`src/rtl/regbank_pkg.sv`:
```
// regbank_pkg: shared widths, arbiter state and request record for regbank_arbiter
package regbank_pkg;
  localparam int DATA_W = 8;
  localparam int ADDR_W = 3;
  typedef enum logic {ARB, LOCKED} arb_state_e;
  typedef struct packed {
    logic              we;
    logic [ADDR_W-1:0] waddr;
    logic [DATA_W-1:0] wdata;
    logic [ADDR_W-1:0] raddr1;
    logic [ADDR_W-1:0] raddr2;
  } req_t;
  function automatic req_t unpack_req(
    input logic [1:0]          we,
    input logic [2*ADDR_W-1:0] waddr,
    input logic [2*DATA_W-1:0] wdata,
    input logic [2*ADDR_W-1:0] raddr1,
    input logic [2*ADDR_W-1:0] raddr2,
    input int                  i
  );
    unpack_req.we     = we[i];
    unpack_req.waddr  = waddr[i*ADDR_W +: ADDR_W];
    unpack_req.wdata  = wdata[i*DATA_W +: DATA_W];
    unpack_req.raddr1 = raddr1[i*ADDR_W +: ADDR_W];
    unpack_req.raddr2 = raddr2[i*ADDR_W +: ADDR_W];
  endfunction
endpackage

```
`src/rtl/regbank_arbiter_rr_arb2.sv`:
```
// rr_arb2: two-input round-robin grant, pointer moves to the loser after each grant
module rr_arb2 (
  input  logic       clk,
  input  logic       rst,
  input  logic [1:0] valid,
  output logic [1:0] gnt
);
  logic rr;
  always_comb gnt = valid[rr] ? (rr ? 2'b10 : 2'b01) : (valid[!rr] ? (rr ? 2'b01 : 2'b10) : 2'b00);
  always_ff @(posedge clk or negedge rst)
    if (!rst) rr <= 1'b0;
    else if (|gnt) rr <= ~gnt[1];
endmodule

```
`src/rtl/regbank_arbiter.sv`:
```
// regbank_arbiter: two-client round-robin/lock arbiter for the 8x8 register bank
// REGBANK_ARB_FWD_EN forwards same-op write data onto matching read responses
module regbank_arbiter #(
  parameter int DATA_W   = regbank_pkg::DATA_W,
  parameter int ADDR_W   = regbank_pkg::ADDR_W,
  parameter int MAX_LOCK = 4
) (
  input  logic                clk,
  input  logic                rst,
  input  logic [1:0]          req_valid,
  output logic [1:0]          req_ready,
  input  logic [1:0]          req_lock,
  input  logic [1:0]          req_we,
  input  logic [2*ADDR_W-1:0] req_waddr,
  input  logic [2*DATA_W-1:0] req_wdata,
  input  logic [2*ADDR_W-1:0] req_raddr1,
  input  logic [2*ADDR_W-1:0] req_raddr2,
  output logic                bank_we,
  output logic [ADDR_W-1:0]   bank_waddr,
  output logic [DATA_W-1:0]   bank_wdata,
  output logic [ADDR_W-1:0]   bank_raddr1,
  output logic [ADDR_W-1:0]   bank_raddr2,
  input  logic [DATA_W-1:0]   bank_rdata1,
  input  logic [DATA_W-1:0]   bank_rdata2,
  output logic [1:0]          resp_valid,
  output logic [DATA_W-1:0]   resp_rdata1,
  output logic [DATA_W-1:0]   resp_rdata2
);
  import regbank_pkg::*;
  arb_state_e state, state_d;
  logic owner, owner_d;
  logic [3:0] lock_cnt, lock_cnt_d;
  logic [1:0] eligible, gnt;
  logic g, granted;
  req_t r;
  logic [DATA_W-1:0] rd1, rd2;
  // while locked only the owner is presented to the round-robin core
  assign eligible = state == LOCKED ? req_valid & (owner ? 2'b10 : 2'b01) : req_valid;
  rr_arb2 u_arb (.clk(clk), .rst(rst), .valid(eligible), .gnt(gnt));
  assign req_ready = rst ? gnt : 2'b00;
  assign granted = |req_ready;
  assign g = req_ready[1];
  assign r = unpack_req(req_we, req_waddr, req_wdata, req_raddr1, req_raddr2, int'(g));
  assign bank_we = granted & r.we;
  assign bank_waddr = granted ? r.waddr : '0;
  assign bank_wdata = granted ? r.wdata : '0;
  assign bank_raddr1 = granted ? r.raddr1 : '0;
  assign bank_raddr2 = granted ? r.raddr2 : '0;
`ifdef REGBANK_ARB_FWD_EN
  assign rd1 = r.we && r.waddr != '0 && r.raddr1 == r.waddr ? r.wdata : bank_rdata1;
  assign rd2 = r.we && r.waddr != '0 && r.raddr2 == r.waddr ? r.wdata : bank_rdata2;
`else
  assign rd1 = bank_rdata1;
  assign rd2 = bank_rdata2;
`endif
  always_comb begin
    state_d = state;
    owner_d = owner;
    lock_cnt_d = lock_cnt;
    if (state == ARB) begin
      if (granted && req_lock[g] && MAX_LOCK > 1) begin
        state_d = LOCKED;
        owner_d = g;
        lock_cnt_d = 4'd1;
      end
    end else if (req_valid[owner] && req_lock[owner] && int'(lock_cnt) + 1 < MAX_LOCK) begin
      lock_cnt_d = lock_cnt + 4'd1;
    end else begin
      state_d = ARB;
      lock_cnt_d = '0;
    end
  end
  always_ff @(posedge clk or negedge rst)
    if (!rst) begin
      state <= ARB;
      owner <= 1'b0;
      lock_cnt <= '0;
    end else begin
      state <= state_d;
      owner <= owner_d;
      lock_cnt <= lock_cnt_d;
    end
  always_ff @(posedge clk or negedge rst)
    if (!rst) begin
      resp_valid <= '0;
      resp_rdata1 <= '0;
      resp_rdata2 <= '0;
    end else begin
      resp_valid <= req_ready;
      if (granted) begin
        resp_rdata1 <= rd1;
        resp_rdata2 <= rd2;
      end
    end
endmodule

```
`config.mk`:
```
export PLATFORM = sky130hd
export DESIGN_NAME = regbank_arbiter
export DESIGN_NICKNAME = d
export VERILOG_FILES = /design/src/rtl/regbank_pkg.sv /design/src/rtl/regbank_arbiter_rr_arb2.sv /design/src/rtl/regbank_arbiter.sv
export SDC_FILE = /design/constraint.sdc
export NUM_CORES = 1
export LEC_CHECK = 0
export CORE_ASPECT_RATIO = 0.7
export CORE_MARGIN = 8
export CORE_UTILIZATION = 30
export CTS_CLUSTER_DIAMETER = 120
export DETAILED_ROUTE_END_ITERATION = 6
export PLACE_DENSITY = 0.73
export SLEW_MARGIN = 20
export SYNTH_ARGS = -nofsm -noshare
export SYNTH_HDL_FRONTEND = slang
export SYNTH_HIERARCHICAL = 1
export SYNTH_SLANG_ARGS = --single-unit
export TNS_END_PERCENT = 30
```
`constraint.sdc`:
```
create_clock -name clk -period 2.7 [get_ports clk]
set_clock_uncertainty 0.05 [all_clocks]
set_input_delay 0.405 -clock clk [delete_from_list [all_inputs] [get_ports clk]]
set_output_delay 0.405 -clock clk [all_outputs]
set_load 0.01 [all_outputs]
```
==> metrics.txt <==
Tot Pwr 0.001435 W; synthesized area 1250 µm²; Post-CTS Hold Buffers 0; DR vias 1240; kind of critical path input pin to output pin; fmax 379.5 MHz; syn nets 158; sequential area share after synthesis 50.05%; gp weighted congestion 0.7859; DP HPWL 3683 µm; clk buf depth 2; Post-synth ARST share 100.0%; CTS root buf clkbuf_8; CTS tree built; Ys Warns 6; Final Core Density 59.38%; Initial Util 31.48%; EDFF count, synth 0; Hold Path Class input pin to async pin; antenna violations before repair 0; synth top area cells dfrtp_1 (50%), mux2_2 (15%), a22o_1 (13%), a21boi_0 (1.8%), buf_6 (1.8%); max cap viols 0; Core Area 3970 µm²; clock sinks 25; Setup Buffers After CTS 0; final hold vios 0; first-pass GRT wire length 6630 µm; share of cells above drive strength 1 20.00%; ANT nets after route 0; met1 track demand over resource 12.14%; Post-Route WL 4309 µm; DR pass1 iterations 4; status finished, final reports clean; WP data arrival 2180 ps; Area Overhead vs Synth 88.59%; Worst setup SP type input pin; # DRC 0; Final Cycle Share 97.58%; met3 Use GR 5.016%; final setup vio count 0; Finished Cell Area 2357 µm²; Synth Instances 99; vias per inst 4.825; Slew Limit Headroom 77.25%; worst setup margin 65.27 ps; total gr overflow 0; nets 265; maximum VDD drop 0.3373 mV; minimum clock period after layout 2635 ps; largest net degree at the start of global routing 27; CTS H-Tree Depth 1; Synth top cells by count dfrtp_1 (25), a22o_1 (18), mux2_2 (17); worst-skew pair later-pin latency 260 ps; Min Hold Slack 286.9 ps; io pins 96; Iteration-0 DRC Markers 33; die area 6521 µm²; die height 70.01 µm; dpl ws -366.8 ps; CP endpoint kind output pin; Most Used Layer, Global Route met2; GRT Overall Usage 12.58%; Mean Syn Cell Area 12.63 µm²; antenna fix cells 0; Reg clk slew, reported paths 90 ps; post-synth top area share 50.05%; max-slew violation count 0; placed inst area 2308 µm²; cell taking the most area after synthesis dfrtp_1; # rows 19; met2 GRT Util 23.72%; Seq cells post-synth 25; Die W 93.15 µm; worst slew pin tran 337.7 ps; Leak 1.063 nW; Main synth FF type dfrtp_1; vias in the first global route 1359; Port Buf Inserts 95; cell with the most instances after synthesis dfrtp_1; Distinct cells, synth 26; Avg WL per Cell 16.77 µm; power per cell area 608.8 nW/µm²; Crit Path Max Fanout 8; worst path required time 2250 ps; Num CTS Buffers 3
-- sequential cells by signal (all words and copies together) (netlist names) --
signal / count
resp_rdata2: 8
resp_valid: 2
u_arb/rr: 1
owner: 1
state: 1
lock_cnt: 4
resp_rdata1: 8
-- area by class of cell --
cell class | instances | area (µm²)
clock buffer | 3 | 41.29
fill | 329 | 1613
multi-input combinational | 65 | 585.6
sequential | 25 | 625.6
timing repair buffer | 107 | 1017
tap | 52 | 65.06
inverter | 4 | 15.01
clock inverter | 1 | 7.507
-- metal layers --
layer / up-vias / wire length (µm)
met5: - / 0
met4: 0 / 38
met3: 4 / 438
met2: 55 / 2220
met1: 597 / 1611
li1: 584 / -
-- power breakdown --
part	internal [W]	switching, W	total [W]
Combinational	0.000410	0.000258	0.000668
Clock	0.000104	0.000114	0.000218
Sequential	0.000479	0.0000699	0.000549
-- critical path, cell delays in order --
cell and delay [ps]:
clkdlybuf4s50_1 480, a21boi_4 220, a21boi_2 210, and2_4 190, nor2b_4 40, buf_4 150, a22o_1 190, dlygate4sd2_1 290
-- layout by cell type, fill, tap and decap left out, drive strengths merged, types with 3 or more instances in the layout --
master / n
clkdlybuf4s50: 76
dfrtp: 25
dlygate4sd2: 19
a22o: 18
mux2: 17
buf: 12
inv: 4
a21boi: 4
a21oi: 3
clkbuf: 3
o21ai: 3
and2: 3
-- metrics by stage --
| step | cells | TNS [ps] |
|---|---|---|
| 2_1_floorplan | 99 | 0 |
| 6_report | 257 | 0 |
| 3_5_place_dp | 253 | -6286 |
| 4_1_cts | 257 | 0 |
| 3_3_place_gp | 253 | -4792 |
| 5_1_grt | 257 | -159.3 |
-- what timing repair did --
action,4_1_cts,5_1_grt
setup endpoints to repair,20,13
pin swaps,0,0
gates resized for setup,25,3
hold endpoints to repair,0,0
gates cloned,0,0
-- logic make-up after synthesis --
kind of cell    Yosys count  synth area share, %
mux                      17                15.32
buf+inv                   9                5.004
compound gates           32                20.02
flops                    25                50.05
simple gates             15                8.608
fa+ha+maj                 1                1.001
-- worst paths after layout --
| path | start | cells after the start | slack [ps] | endpoint |
|---|---|---|---|---|
| max | req_valid[1] | 8 | 70 | bank_raddr1[2] |
| min | rst | 1 | 290 | owner$_DFFE_PN0P_ |
| max reg2reg | state$_DFF_PN0_ | 7 | 700 | owner$_DFFE_PN0P_ |
| min reg2reg | resp_rdata1[0]$_DFFE_PN0P_ | 1 | 460 | resp_rdata1[0]$_DFFE_PN0P_ |
| max in group asynchronous | rst | 2 | 1730 | resp_rdata2[5]$_DFFE_PN0P_ |
| min in group clk | resp_rdata1[0]$_DFFE_PN0P_ | 1 | 460 | resp_rdata1[0]$_DFFE_PN0P_ |
Note: power is estimated with default switching activity, not from simulation.
